**config.mk**
```make
export PLATFORM = sky130hd
export DESIGN_NAME = spi_flash_phy
export DESIGN_NICKNAME = d
export VERILOG_FILES = /design/src/rtl/spi_flash_phy.sv
export SDC_FILE = /design/constraint.sdc
export NUM_CORES = 1
export LEC_CHECK = 0
export BUFFER_PORTS_ARGS = -buffer_cell sky130_fd_sc_hd__buf_4
export CORE_ASPECT_RATIO = 0.7
export CORE_MARGIN = 2
export CORE_UTILIZATION = 55
export CTS_CLUSTER_DIAMETER = 200
export CTS_CLUSTER_SIZE = 16
export DETAILED_ROUTE_END_ITERATION = 7
export GPL_TIMING_DRIVEN = 0
export PLACE_DENSITY = 0.78
export SETUP_SLACK_MARGIN = 0.3
export SLEW_MARGIN = 20
export SYNTH_ARGS = -nofsm -noshare
export SYNTH_HDL_FRONTEND = slang
export SYNTH_SLANG_ARGS = --single-unit
```
**constraint.sdc**
```tcl
create_clock -name clk -period 2.1 [get_ports clk]
set_clock_uncertainty 0.05 [all_clocks]
set_input_delay 0.21 -clock clk [delete_from_list [all_inputs] [get_ports clk]]
set_output_delay 0.21 -clock clk [all_outputs]
set_load 0.01 [all_outputs]
```
**src/rtl/spi_flash_phy.sv**
```systemverilog
// Single-bit SPI mode-0 master driving the serial flash pins: one byte per f_wr, CS# framing from f_format.
// Optional build macro SPI_MISO_SYNC_EN adds a 2-flop MISO synchronizer and a late (end-of-HIGH) capture point.
module spi_flash_phy #(
    parameter logic [3:0] RATE_POR = 4'h7
) (
    input  logic       clk,
    input  logic       arstn,
    output logic       f_ready,
    input  logic       f_wr,
    input  logic       f_who,
    input  logic [7:0] f_dout,
    input  logic [2:0] f_format,
    input  logic [3:0] f_rate,
    output logic [7:0] f_din,
    output logic       f_owner,
    output logic       spi_cs_n,
    output logic       spi_sclk,
    output logic       spi_mosi,
    input  logic       spi_miso
);

    typedef enum logic [1:0] {IDLE, LOW, HIGH, GUARD} state_t;

    state_t      state_q, state_d;
    logic [4:0]  cnt_q, cnt_d;
    logic [2:0]  bit_q, bit_d;
    logic [3:0]  rate_q, rate_d;
    logic        first_q, first_d;
    logic [1:0]  fmt_q, fmt_d;
    logic        fill_q, fill_d;
    logic [7:0]  shift_q, shift_d;
    logic [7:0]  rx_q, rx_d;
    logic [7:0]  din_q, din_d;
    logic        owner_q, owner_d;
    logic        ready_q, ready_d;
    logic        cs_n_q, cs_n_d;
    logic        sclk_q, sclk_d;
    logic        mosi_q, mosi_d;

    logic [4:0]  h;
    logic        phase_end;
    logic [7:0]  rx_shift;
    logic [7:0]  rx_final;

`ifdef SPI_MISO_SYNC_EN
    logic miso_s1_q, miso_s1_d;
    logic miso_s2_q, miso_s2_d;
`endif

    always_comb begin
        h = {1'b0, rate_q} + 5'd1;
`ifdef SPI_MISO_SYNC_EN
        // The synchronizer needs at least three HIGH clocks to deliver a settled bit.
        if (h < 5'd3) h = 5'd3;
        rx_shift = {rx_q[6:0], miso_s2_q};
        rx_final = rx_shift;
`else
        rx_shift = {rx_q[6:0], spi_miso};
        rx_final = rx_q;
`endif
        phase_end = (cnt_q == h - 5'd1);
    end

    always_comb begin
        state_d = state_q;
        cnt_d   = cnt_q;
        bit_d   = bit_q;
        rate_d  = rate_q;
        first_d = first_q;
        fmt_d   = fmt_q;
        fill_d  = fill_q;
        shift_d = shift_q;
        rx_d    = rx_q;
        din_d   = din_q;
        owner_d = owner_q;
        ready_d = ready_q;
        cs_n_d  = cs_n_q;
        sclk_d  = sclk_q;
        mosi_d  = mosi_q;
`ifdef SPI_MISO_SYNC_EN
        miso_s1_d = spi_miso;
        miso_s2_d = miso_s1_q;
`endif

        case (state_q)
            IDLE: begin
                if (f_wr) begin
                    owner_d = f_who;
                    rate_d  = first_q ? RATE_POR : f_rate;
                    first_d = 1'b0;
                    cnt_d   = 5'd0;
                    bit_d   = 3'd0;
                    ready_d = 1'b0;
                    sclk_d  = 1'b0;
                    fmt_d   = f_format[1:0];
                    if (f_format[1:0] == 2'b00) begin
                        state_d = GUARD;
                        cs_n_d  = 1'b1;
                    end else begin
                        state_d = LOW;
                        cs_n_d  = 1'b0;
                        fill_d  = f_format[2];
                        shift_d = f_format[2] ? 8'hFF : f_dout;
                        mosi_d  = f_format[2] ? 1'b1 : f_dout[7];
                    end
                end else if (f_format == 3'b000) begin
                    cs_n_d = 1'b1;
                end
            end
            LOW: begin
                cnt_d = cnt_q + 5'd1;
                if (phase_end) begin
                    cnt_d   = 5'd0;
                    state_d = HIGH;
                    sclk_d  = 1'b1;
`ifndef SPI_MISO_SYNC_EN
                    rx_d    = rx_shift;
`endif
                end
            end
            HIGH: begin
                cnt_d = cnt_q + 5'd1;
                if (phase_end) begin
                    cnt_d  = 5'd0;
                    sclk_d = 1'b0;
`ifdef SPI_MISO_SYNC_EN
                    rx_d   = rx_shift;
`endif
                    if (bit_q == 3'd7) begin
                        // Format 01 defers f_din until the guard time has elapsed.
                        if (fmt_q == 2'b01) begin
                            state_d = GUARD;
                            cs_n_d  = 1'b1;
                        end else begin
                            state_d = IDLE;
                            ready_d = 1'b1;
                            din_d   = rx_final;
                        end
                    end else begin
                        bit_d   = bit_q + 3'd1;
                        state_d = LOW;
                        shift_d = {shift_q[6:0], fill_q};
                        mosi_d  = shift_q[6];
                    end
                end
            end
            GUARD: begin
                cnt_d = cnt_q + 5'd1;
                if (phase_end) begin
                    cnt_d   = 5'd0;
                    state_d = IDLE;
                    ready_d = 1'b1;
                    if (fmt_q != 2'b00) din_d = rx_q;
                end
            end
            default: state_d = IDLE;
        endcase
    end

    always_ff @(posedge clk or negedge arstn) begin
        if (!arstn) begin
            state_q <= IDLE;
            cnt_q   <= 5'd0;
            bit_q   <= 3'd0;
            rate_q  <= RATE_POR;
            first_q <= 1'b1;
            fmt_q   <= 2'b00;
            fill_q  <= 1'b0;
            shift_q <= 8'h00;
            rx_q    <= 8'h00;
            din_q   <= 8'h00;
            owner_q <= 1'b0;
            ready_q <= 1'b1;
            cs_n_q  <= 1'b1;
            sclk_q  <= 1'b0;
            mosi_q  <= 1'b0;
`ifdef SPI_MISO_SYNC_EN
            miso_s1_q <= 1'b0;
            miso_s2_q <= 1'b0;
`endif
        end else begin
            state_q <= state_d;
            cnt_q   <= cnt_d;
            bit_q   <= bit_d;
            rate_q  <= rate_d;
            first_q <= first_d;
            fmt_q   <= fmt_d;
            fill_q  <= fill_d;
            shift_q <= shift_d;
            rx_q    <= rx_d;
            din_q   <= din_d;
            owner_q <= owner_d;
            ready_q <= ready_d;
            cs_n_q  <= cs_n_d;
            sclk_q  <= sclk_d;
            mosi_q  <= mosi_d;
`ifdef SPI_MISO_SYNC_EN
            miso_s1_q <= miso_s1_d;
            miso_s2_q <= miso_s2_d;
`endif
        end
    end

    assign f_ready  = ready_q;
    assign f_din    = din_q;
    assign f_owner  = owner_q;
    assign spi_cs_n = cs_n_q;
    assign spi_sclk = sclk_q;
    assign spi_mosi = mosi_q;

endmodule

```
==> run summary, run 1 <==
========================================================================================
Most used flip-flop cell after synthesis .................................. sky130_fd_sc_hd__dfrtp_1
Cell internal power dissipation ...........................................      2.36 mW
GPL Wtd Cong ..............................................................        0.813
Sum of routed wire length over all layers .................................      4960 µm
Highest net fanout along the worst path ...................................            9
WP data arrival ...........................................................      1.94 ns
Number of H-tree levels ...................................................            2
EDFF count, synth .........................................................            0
Mapped Nets ...............................................................          229
Chip Height ...............................................................      57.3 µm
Via count of the first global-routing pass ................................         1662
Count of unique library cells instantiated by Yosys .......................           39
Syn. warnings .............................................................            0
Slowest Stage Delay on Critical Path ......................................      0.55 ns
CTS tree ..................................................................         done
Clock latency on the worst-skew pair ......................................      0.32 ns
Synth top area share ......................................................        44.9%
Post-synth ARST share .....................................................         100%
Netlist area before placement .............................................     2230 µm²
Core area .................................................................     3900 µm²
DRC violation count after routing .........................................            0
Number of buffers added by the clock tree synthesis step ..................            5
Total grt overflow ........................................................            0
Overall global routing resource usage .....................................        23.1%
Syn-to-layout area delta ..................................................        24.0%
DR vias ...................................................................         1730
Clock network power share .................................................        14.7%
Floorplan die area ........................................................     4580 µm²
Root Buffer ............................................................... sky130_fd_sc_hd__clkbuf_8
Crit path capture type ....................................................     register
Share of cells above drive strength 1 .....................................        38.6%
Vias per cell .............................................................         5.65
Maximum number of pins on one net before global-route repair ..............           47
Wire length of the first global-routing pass ..............................      8010 µm
Leakage power figure ......................................................      1.25 nW
Part of the Yosys area used for sequential elements .......................        52.0%
Accumulated negative setup slack ..........................................         0 ns
Mean instance size in the synthesized netlist .............................     10.8 µm²
Number of slew-limit violations in the final report .......................            0
Gate count of the mapped netlist ..........................................          206
Combinational Power Share .................................................        47.1%
Antenna violations before repair ..........................................            0
Part of the total power dissipated in sequential elements .................        38.2%
Portion of the clock cycle consumed by the worst path in the final layout .        85.2%
Number of nets with antenna violations after routing ......................            0
Total of buffers placed on input and output ports .........................           31
Endpoint required time on the critical path ...............................      2.25 ns
I/O Pins ..................................................................           33
Period minus WS final .....................................................      1.79 ns
Wire length per cell after detailed routing ...............................      16.2 µm
Met2 capacity usage during global routing .................................        33.8%
Clk slew on worst S/H paths ...............................................      0.09 ns
Grt met3 use ..............................................................        7.44%
Global routing met1 resource utilization ..................................        32.9%
Std cell rows .............................................................           19
Cell chain of the critical path ........................................... xor2_1 -> nor3_2 -> buf_6 -> a31oi_4 -> buf_12 -> mux2_2
Detailed placement HPWL ...................................................      3090 µm
Net switching component of the power ......................................      1.56 mW
Worst min path class ...................................................... input port to register
Critical Path Slowest Stage Cell .......................................... sky130_fd_sc_hd__dfstp_2
Global route hottest layer ................................................         met2
Max cap viols .............................................................            0
Outcome ................................................................... finished clean
RSZ-0062 raised after global routing ......................................         true
Detailed-routing iteration count for the pre-antenna-repair pass ..........            4
Initial core utilization ..................................................        57.2%
Clock net sink count ......................................................           46
Clock Tree Buf Depth ......................................................            2
Tightest Pin Transition ...................................................     0.584 ns
Worst max-slew margin expressed relative to the limit .....................        61.1%
Library cell occupying the most area in the post-synthesis netlist ........ sky130_fd_sc_hd__dfrtp_1
Switching Share ...........................................................        39.8%
Net count of the finished layout ..........................................          276
Peak clock frequency supported by timing ..................................    0.559 GHz
Worst IR Drop VDD .........................................................   0.000920 V
Launching element type of the critical path ...............................     register
Final setup violation count ...............................................            0
Horiz. Die Dim ............................................................      80.1 µm
Main area contributors after synthesis .................................... sky130_fd_sc_hd__dfrtp_1 (45%), sky130_fd_sc_hd__mux2_2 (13%), sky130_fd_sc_hd__dfstp_2 (7.1%)
Count of final hold-check violations ......................................            0
Number of antenna repair diodes ...........................................            0
Post-synthesis register bit count .........................................           46
Power density over the cells ..............................................  1420 nW/µm²
Startpoint-to-endpoint class of the critical path ......................... register to register
Core occupancy in the finished layout .....................................        70.9%
Detailed router's first-iteration violation count .........................           76
========================================================================================
repair_timing:
item | in CTS | in global routing
setup buffers | 3 | 5
setup endpoints to repair | 21 | 30
pin swaps | 3 | 4
resized for setup | 5 | 11
hold buffers | 1 | 0
hold endpoints to repair | 40 | 0
layer usage:
metal	up-vias	share of wire [%]
met2	47	47
met5	-	0
met1	849	46
met4	0	1.9
li1	823	-
met3	11	4.8
synthesized netlist by cell type, types with 2 or more instances:
cell type / number
sky130_fd_sc_hd__dfrtp_1: 40
sky130_fd_sc_hd__nand2_1: 34
sky130_fd_sc_hd__mux2_2: 26
sky130_fd_sc_hd__nor2_1: 14
sky130_fd_sc_hd__o21ai_0: 14
sky130_fd_sc_hd__a21oi_1: 6
sky130_fd_sc_hd__dfstp_2: 6
sky130_fd_sc_hd__inv_1: 5
sky130_fd_sc_hd__o211ai_1: 5
sky130_fd_sc_hd__and2_1: 4
sky130_fd_sc_hd__clkbuf_1: 4
sky130_fd_sc_hd__nor2b_1: 4
sky130_fd_sc_hd__xor2_1: 4
sky130_fd_sc_hd__buf_2: 3
sky130_fd_sc_hd__ha_1: 3
sky130_fd_sc_hd__nand3_1: 3
sky130_fd_sc_hd__nand4_1: 3
sky130_fd_sc_hd__nor3_1: 3
sky130_fd_sc_hd__a22o_1: 2
sky130_fd_sc_hd__nand2b_1: 2
sky130_fd_sc_hd__nand4_4: 2
sky130_fd_sc_hd__nor3b_1: 2
layout by cell type (no fill, tap or decap), types with 3 or more instances in the layout:
cell and n:
sky130_fd_sc_hd__inv_1 5, sky130_fd_sc_hd__a21oi_1 5, sky130_fd_sc_hd__mux2_2 26, sky130_fd_sc_hd__dfrtp_1 39, sky130_fd_sc_hd__xor2_1 4, sky130_fd_sc_hd__buf_4 38, sky130_fd_sc_hd__clkbuf_8 5, sky130_fd_sc_hd__and2_1 4
sky130_fd_sc_hd__dfstp_2 6, sky130_fd_sc_hd__o211ai_1 5, sky130_fd_sc_hd__clkbuf_1 3, sky130_fd_sc_hd__nand3_1 3, sky130_fd_sc_hd__nor2_1 14, sky130_fd_sc_hd__o21ai_0 14, sky130_fd_sc_hd__nand2_1 34, sky130_fd_sc_hd__nor2b_1 4
sky130_fd_sc_hd__nand4_1 3
sequential cells by signal, summed over array words and instances, names as in the netlist:
name      cells
rx_final      8
first_q       1
f_owner       1
shift_q       7
fmt_q         2
f_ready       1
state_q       2
cnt_q         5
spi_cs_n      1
bit_q         3
spi_sclk      1
rate_q        4
f_din         8
fill_q        1
spi_mosi      1
logic make-up after synthesis:
| logic type | count (synthesis) | share of synthesized area, % |
|---|---|---|
| AO/OA/AOI/OAI | 36 | 10.9 |
| XOR/XNOR | 5 | 1.97 |
| adder cells (fa/ha/maj) | 3 | 1.68 |
| buffers and inverters | 14 | 2.86 |
| flip-flops | 46 | 52.0 |
| multiplexers | 26 | 13.1 |
| AND/OR/NAND/NOR | 76 | 17.4 |
power groups by stage:
stage / combinational [mW] / sequential (mW) / clock [mW]
2_1_floorplan: 1.12 / 1.46 / 0
3_3_place_gp: 1.49 / 1.48 / 0
6_report: 1.85 / 1.50 / 0.576
3_5_place_dp: 1.53 / 1.50 / 0
4_1_cts: 1.63 / 1.48 / 0.586
5_1_grt: 2.01 / 1.54 / 0.623
stage by stage:
stage	worst slack (ns)	cell area [µm²]	total power [mW]	cells	hold WS [ns]
2_1_floorplan	0.402	2230	2.58	206	-0.136
3_5_place_dp	0.145	2530	3.03	289	0.200
4_1_cts	0.308	2690	3.70	301	0.0312
3_3_place_gp	0.189	2530	2.97	289	0.194
6_report	0.311	2760	3.93	306	0.0350
5_1_grt	0.272	2760	4.18	306	0.0743
area by class of cell:
class                   instances  area, µm²
multi-input cells             146       1050
well taps                      52       65.1
fillers                       299       1140
plain buffers                   9       55.1
clock inverters                 3       25.0
clock buffers                   5       68.8
inverters                       5       18.8
repair buffers                 40        315
flip-flops and latches         46       1160
worst paths after layout:
check                      startpoint          to  slack (ns)  cells after the start
max reg2reg                 rate_q[0]  shift_q[5]        0.31                      6
max in group asynchronous       arstn    cnt_q[2]        1.19                      2
min in group asynchronous       arstn    f_din[4]        0.38                      2
max                         rate_q[0]  shift_q[5]        0.31                      6
min reg2reg                 rate_q[0]   rate_q[0]        0.42                      2
min                             f_who     f_owner        0.04                      3
critical path, delay by kind of cell, from the launching register on:
| kind | cells | cell delay [ns] |
|---|---|---|
| compound gates | 1 | 0.17 |
| xor+xnor | 1 | 0.18 |
| buf+inv | 2 | 0.30 |
| flops | 1 | 0.55 |
| mux | 1 | 0.34 |
| simple gates | 1 | 0.08 |
Power figures use the tool's default switching activity.
==> run 2, diff against run 1 <==
CORE_ASPECT_RATIO = not set   (was 0.7)
CORE_UTILIZATION = 51   (was 55)
PLACE_DENSITY = 0.76   (was 0.78)
clock period = 1.55 ns   (was 2.1 ns; I/O delays follow)
==> run summary, run 2 (same netlist as run 1, synthesis figures left out) <==
========================================================================================
Number of H-tree levels ...................................................            2   unchanged
Root Buffer ............................................................... sky130_fd_sc_hd__clkbuf_8
Chip Height ...............................................................      70.1 µm   +22%
Max cap viols .............................................................            0   unchanged
Leakage power figure ......................................................      1.49 nW   +19%
Wire length per cell after detailed routing ...............................      17.3 µm   +6.8%
Worst reg2reg path depth ..................................................            6   unchanged
Worst max-slew margin expressed relative to the limit .....................        62.1%   +1.1 points
Non-filler cells in the finished layout ...................................          328   +7.2%
Area after DPL ............................................................     2650 µm²   +4.5%
Antenna violations before repair ..........................................            0   unchanged
Outcome ................................................................... finished with violations
Crit path capture type ....................................................     register
Worst min path class ...................................................... input port to register
Layout fillers ............................................................          260   -13%
Portion of the clock cycle consumed by the worst path in the final layout .         119%   +33 points
Leading cell type in the layout, fill and taps excluded ................... sky130_fd_sc_hd__buf_4
Startpoint-to-endpoint class of the critical path ......................... register to register
Final setup violation count ...............................................           38   +38
DR vias ...................................................................         1883   +8.8%
Failing checks ............................................................ negative setup slack
Highest net fanout along the worst path ...................................            5   -4
Power density over the cells ..............................................  2030 nW/µm²   +43%
Horiz. Die Dim ............................................................      70.1 µm   -12%
Sum of routed wire length over all layers .................................      5680 µm   +15%
Most used cells in the layout excluding fill and tap cells ................ sky130_fd_sc_hd__buf_4 (52), sky130_fd_sc_hd__dfrtp_1 (38), sky130_fd_sc_hd__nand2_1 (25)
Maximum number of pins on one net before global-route repair ..............           47   unchanged
Worst IR Drop VDD .........................................................    0.00116 V   +27%
Total grt overflow ........................................................            0   unchanged
Endpoint required time on the critical path ...............................      1.69 ns   -0.56 ns
Wire length of the first global-routing pass ..............................      8680 µm   +8.4%
Std cell rows .............................................................           24   +5
Hold path cells ...........................................................            2   -1
Tightest Pin Transition ...................................................     0.568 ns   -0.0158 ns
Detailed placement HPWL ...................................................      2940 µm   -4.9%
Clock latency on the worst-skew pair ......................................      0.31 ns   about the same
Number of placed instances with taps included .............................          289   unchanged
Syn-to-layout area delta ..................................................        46.0%
Clock Tree Buf Depth ......................................................            2   unchanged
Detailed-routing iteration count for the pre-antenna-repair pass ..........            4   unchanged
GPL Wtd Cong ..............................................................        0.777   -4.5%
I/O Pins ..................................................................           33   unchanged
Vias per cell .............................................................         5.74   +1.5%
Number of antenna repair diodes ...........................................            0   unchanged
DRC violation count after routing .........................................            0   unchanged
Post-route cell area ......................................................     3250 µm²   +18%
Initial core utilization ..................................................        51.9%   -5.3 points
WP data arrival ...........................................................      1.98 ns   +0.04 ns
Peak clock frequency supported by timing ..................................    0.544 GHz   -2.7%
RSZ-0062 raised after global routing ......................................         true
Number of slew-limit violations in the final report .......................            0   unchanged
Clk slew on worst S/H paths ...............................................      0.08 ns   about the same
Number of nets with antenna violations after routing ......................            0   unchanged
Number of buffers added by the clock tree synthesis step ..................            5   unchanged
Floorplan die area ........................................................     4910 µm²   +7.2%
Share of cells above drive strength 1 .....................................        53.3%   +15 points
Detailed router's first-iteration violation count .........................           95   +25%
Core area .................................................................     4290 µm²   +10%
Overall global routing resource usage .....................................        22.7%   -0.35 points
Net count of the finished layout ..........................................          298   +8.0%
Worst path setup slack after routing ......................................    -0.289 ns   -0.600 ns
Launching element type of the critical path ...............................     register
CTS tree ..................................................................         done
Clock net sink count ......................................................           46   unchanged
Period minus WS final .....................................................      1.84 ns   +0.0499 ns
Count of final hold-check violations ......................................            0   unchanged
Total of buffers placed on input and output ports .........................           31   unchanged
Via count of the first global-routing pass ................................         1802   +8.4%
========================================================================================
-- run 2: power breakdown --
part,switching [mW],internal [mW],total (mW)
sequential,0.399,1.68,2.08
clock,0.417,0.479,0.897
combinational,1.74,1.90,3.64
total,2.56,4.06,6.62
-- run 2: per-stage QoR --
| step | power (mW) | setup TNS, ns | hold WS (ns) | utilization [%] | setup slack [ns] |
|---|---|---|---|---|---|
| 2_1_floorplan | 3.72 | -1.79 | -0.191 | - | -0.131 |
| 3_3_place_gp | 4.25 | -5.09 | 0.139 | 61.6 | -0.238 |
| 3_5_place_dp | 4.30 | -5.45 | 0.137 | 61.6 | -0.250 |
| 4_1_cts | 6.07 | -4.08 | 0.0228 | 72.3 | -0.174 |
| 5_1_grt | 6.99 | -9.00 | 0.0326 | 75.8 | -0.337 |
| 6_report | 6.62 | -7.74 | 0.0280 | 75.8 | -0.289 |
-- run 2: critical path, cell delays in order (launching register included) --
cell	delay, ns
sky130_fd_sc_hd__dfstp_2	0.56
sky130_fd_sc_hd__xor2_2	0.07
sky130_fd_sc_hd__nor3_2	0.28
sky130_fd_sc_hd__buf_6	0.19
sky130_fd_sc_hd__buf_12	0.12
sky130_fd_sc_hd__nand4_4	0.14
sky130_fd_sc_hd__mux2_2	0.31
-- run 2: path summary, 6_finish.rpt --
path / start / endpoint / slack, ns
hold reg to reg: rate_q[0] / rate_q[0] / 0.44
max in group asynchronous: arstn / cnt_q[2] / 0.70
setup reg to reg: rate_q[0] / rx_final[5] / -0.29
min in group asynchronous: arstn / state_q[0] / 0.33
setup / recovery: rate_q[0] / rx_final[5] / -0.29
hold / removal: spi_miso / rx_final[0] / 0.03
-- run 2: area by class of cell --
type	instances	area (µm²)	area share, %
inverters	5	22.5	0.692
clock inverters	3	45.0	1.38
multi-input cells	147	1280	39.4
clock buffers	5	68.8	2.12
flip-flops and latches	46	1160	35.7
repair buffers	61	514	15.8
plain buffers	9	93.8	2.88
well taps	52	65.1	2.00
-- run 2: per-layer routing --
metal	part of all wire (%)	track usage, %
met1	42	29.4
met2	51	37.4
met3	4.7	5.34
met4	2.7	8.55
met5	0	0
-- run 2: what timing repair did --
action | CTS | global route
hold endpoints to repair | 41 | 0
pin swaps | 17 | 13
resized for setup | 32 | 26
hold buffers | 2 | 0
setup endpoints to repair | 46 | 46
buffers inserted | 22 | 5
cloned | 2 | 0
==> run 3, diff against run 2 <==
ABC_AREA = 1   (was not set)
==> run summary, run 3 <==
========================================================================================
Outcome ................................................................... finished with violations
Failing checks ............................................................ negative setup slack
Hold WS ...................................................................    0.0159 ns   -0.0121 ns
Mapped Nets ...............................................................          290   +27%
Leading cell type in the layout, fill and taps excluded ................... sky130_fd_sc_hd__nand2_1
Leakage power figure ......................................................      1.49 nW   -0.27%
Initial core utilization ..................................................        52.2%   +0.32 points
Horiz. Die Dim ............................................................      70.3 µm   +0.29%
Number of H-tree levels ...................................................            2   unchanged
Maximum number of pins on one net before global-route repair ..............           47   unchanged
Layout fillers ............................................................          302   +16%
Worst IR Drop VDD .........................................................   0.000627 V   -46%
EDFF count, synth .........................................................            0   unchanged
Clock latency on the worst-skew pair ......................................      0.31 ns   about the same
Synth top area share ......................................................        44.6%   -0.28 points
Share of cells above drive strength 1 .....................................        40.8%   -12 points
Part of the Yosys area used for sequential elements .......................        51.7%   -0.32 points
RSZ-0062 raised after global routing ......................................         true
Most used standard cell by instance count after synthesis ................. sky130_fd_sc_hd__nand2_1
Portion of the clock cycle consumed by the worst path in the final layout .         109%   -9.8 points
Core area .................................................................     4290 µm²   unchanged
Library cell occupying the most area in the post-synthesis netlist ........ sky130_fd_sc_hd__dfrtp_1
Clock net sink count ......................................................           46   unchanged
Total of buffers placed on input and output ports .........................           31   unchanged
Wire length per cell after detailed routing ...............................      14.3 µm   -17%
Total grt overflow ........................................................            0   unchanged
Clock Tree Buf Depth ......................................................            2   unchanged
Detailed placement HPWL ...................................................      3200 µm   +8.9%
Final setup violation count ...............................................           33   -13%
Number of antenna repair diodes ...........................................            0   unchanged
Power density over the cells ..............................................   716 nW/µm²   -65%
I/O Pins ..................................................................           33   unchanged
Worst path setup slack after routing ......................................    -0.137 ns   +0.152 ns
Overall global routing resource usage .....................................        22.6%   -0.099 points
Number of buffers added by the clock tree synthesis step ..................            5   unchanged
Area after DPL ............................................................     2570 µm²   -2.7%
Post-route cell area ......................................................     3120 µm²   -4.2%
List of most frequent post-synthesis cells ................................ sky130_fd_sc_hd__nand2_1 (76), sky130_fd_sc_hd__dfrtp_1 (40), sky130_fd_sc_hd__o21ai_0 (29), sky130_fd_sc_hd__inv_1 (26)
Wire length of the first global-routing pass ..............................      8710 µm   +0.39%
Launch point of the worst hold path .......................................    f_rate[0]
Mean instance size in the synthesized netlist .............................     8.40 µm²   -22%
Vias per cell .............................................................         5.25   -8.6%
Endpoint required time on the critical path ...............................      1.70 ns   about the same
Number of slew-limit violations in the final report .......................            0   unchanged
Clk slew on worst S/H paths ...............................................      0.09 ns   about the same
Minimum setup slack among reg-to-reg paths ................................     -0.14 ns   +0.15 ns
Detailed-routing iteration count for the pre-antenna-repair pass ..........            4   unchanged
Antenna violations before repair ..........................................            0   unchanged
Beginning of the worst register-to-register path ..........................    rate_q[0]
Sum of routed wire length over all layers .................................      5490 µm   -3.3%
End of the worst register-to-register path ................................  rx_final[7]
Post-synthesis register bit count .........................................           46   unchanged
GPL Wtd Cong ..............................................................        0.896   +15%
CTS tree ..................................................................         done
Final total power .........................................................      2.23 mW   -66%
Most used cells in the layout excluding fill and tap cells ................ sky130_fd_sc_hd__nand2_1 (58), sky130_fd_sc_hd__buf_4 (46), sky130_fd_sc_hd__dfrtp_1 (38)
Via count of the first global-routing pass ................................         1949   +8.2%
Detailed router's first-iteration violation count .........................          169   +78%
Syn-to-layout area delta ..................................................        39.0%
Net count of the finished layout ..........................................          353   +18%
Number of nets with antenna violations after routing ......................            0   unchanged
Most used flip-flop cell after synthesis .................................. sky130_fd_sc_hd__dfrtp_1
DRC violation count after routing .........................................            0   unchanged
Root Buffer ............................................................... sky130_fd_sc_hd__clkbuf_8
Multi-input gate area .....................................................     1140 µm²   -11%
Worst reg2reg path depth ..................................................           10   +4
Worst max-slew margin expressed relative to the limit .....................        60.6%   -1.5 points
Floorplan die area ........................................................     4940 µm²   +0.59%
Crit path capture type ....................................................     register
Max cap viols .............................................................            0   unchanged
Startpoint-to-endpoint class of the critical path ......................... register to register
Post-synth ARST share .....................................................         100%   unchanged
Main area contributors after synthesis .................................... sky130_fd_sc_hd__dfrtp_1 (45%), sky130_fd_sc_hd__nand2_1 (13%), sky130_fd_sc_hd__dfstp_2 (7.0%)
Gate count of the mapped netlist ..........................................          267   +30%
Worst min path class ...................................................... input port to register
Std cell rows .............................................................           24   unchanged
Tightest Pin Transition ...................................................     0.591 ns   +0.0229 ns
Netlist area before placement .............................................     2240 µm²   +0.62%
WP data arrival ...........................................................      1.83 ns   -0.15 ns
Register area .............................................................     1160 µm²   unchanged
Launching element type of the critical path ...............................     register
Chip Height ...............................................................      70.3 µm   +0.29%
Hold path cells ...........................................................            3   +1
Destination of the worst hold path ........................................    rate_q[0]
Count of final hold-check violations ......................................            0   unchanged
Post-Place Worst Slack ....................................................    -0.210 ns   +0.0403 ns
Highest net fanout along the worst path ...................................            9   +4
Count of unique library cells instantiated by Yosys .......................           27   -31%
Syn. warnings .............................................................            0   unchanged
DR vias ...................................................................         2010   +6.7%
Period minus WS final .....................................................      1.69 ns   -0.152 ns
Peak clock frequency supported by timing ..................................    0.593 GHz   +9.0%
========================================================================================
run 3: changes by cell type in the layout (fill, tap and decap cells not counted), moves of 6 or more:
cell                      before  now
sky130_fd_sc_hd__buf_4        52   46
sky130_fd_sc_hd__inv_1         3   23
sky130_fd_sc_hd__mux2_2       14    0
sky130_fd_sc_hd__mux2_4       12    1
sky130_fd_sc_hd__nand2_1      25   58
sky130_fd_sc_hd__nand2_2       5   15
sky130_fd_sc_hd__nand3_1       2   17
sky130_fd_sc_hd__o21ai_0      13   21
sky130_fd_sc_hd__o21ai_1       1    8
sky130_fd_sc_hd__o21ai_2       0   15
run 3: where the power goes:
| part | switching (mW) | total [mW] | internal (mW) | leakage [nW] |
|---|---|---|---|---|
| clock | 0.412 | 0.938 | 0.526 | 0.0585 |
| sequential | 0.00195 | 1.21 | 1.20 | 0.587 |
| combinational | 0.0478 | 0.0859 | 0.0381 | 0.842 |
run 3: repair_timing:
item,CTS,global route
pin swaps,3,2
endpoints found under the setup margin,43,45
hold buffers,2,0
resized for setup,31,44
gates cloned,2,0
setup buffers,14,7
hold endpoints to repair,41,0
run 3: logic make-up after synthesis:
kind of cell | share of synthesized area, %
AOI/OAI and AO/OA | 11.3
xor gates and xnor gates | 1.56
adders and majority gates | 1.67
buffers and inverters | 6.64
DFF | 51.7
muxes | 0.502
and+or+nand+nor | 26.6
run 3: through the flow:
step / TNS [ns] / cells / utilization [%]
floorplan: -0.120 / 267 / -
global placement: -3.90 / 350 / 59.9
detailed placement: -5.07 / 350 / 59.9
CTS: -0.925 / 376 / 67.7
global route: -5.75 / 383 / 72.6
finish: -2.81 / 383 / 72.6
run 3: critical path: stages (launching register included):
cell and delay (ns):
sky130_fd_sc_hd__dfstp_2 0.54, sky130_fd_sc_hd__inv_2 0.04, sky130_fd_sc_hd__nand2_1 0.06, sky130_fd_sc_hd__nand2_1 0.07
sky130_fd_sc_hd__nor2_2 0.12, sky130_fd_sc_hd__nand3_4 0.18, sky130_fd_sc_hd__inv_6 0.15, sky130_fd_sc_hd__nand2_8 0.08
sky130_fd_sc_hd__buf_6 0.16, sky130_fd_sc_hd__nand2_1 0.05, sky130_fd_sc_hd__o21ai_1 0.05
run 3: how the worst max path moves through the flow:
stage / from / end / slack [ns] / depth (start not counted)
after floorplan: bit_q[1] / shift_q[5] / -0.04 / 8
after global placement: bit_q[0] / shift_q[5] / -0.18 / 8
after detailed placement: bit_q[0] / shift_q[5] / -0.21 / 8
after CTS: rate_q[1] / rx_final[3] / -0.06 / 9
after global routing: rate_q[0] / rx_final[7] / -0.21 / 10
final: rate_q[0] / rx_final[7] / -0.14 / 10
run 3: final cells by class:
class	instances	area share, %
buffer	5	1.37
clock buffer	7	2.77
clock inverter	1	0.964
inverter	30	3.94
multi-input combinational	186	36.7
sequential	46	37.3
tap	52	2.09
timing repair buffer	56	14.9
run 3: metal layers:
metal / routed length (µm) / global-route usage (%)
met5: 0 / 0
met4: 177 / 10.0
met3: 264 / 6.78
met2: 2670 / 35.8
met1: 2380 / 28.6
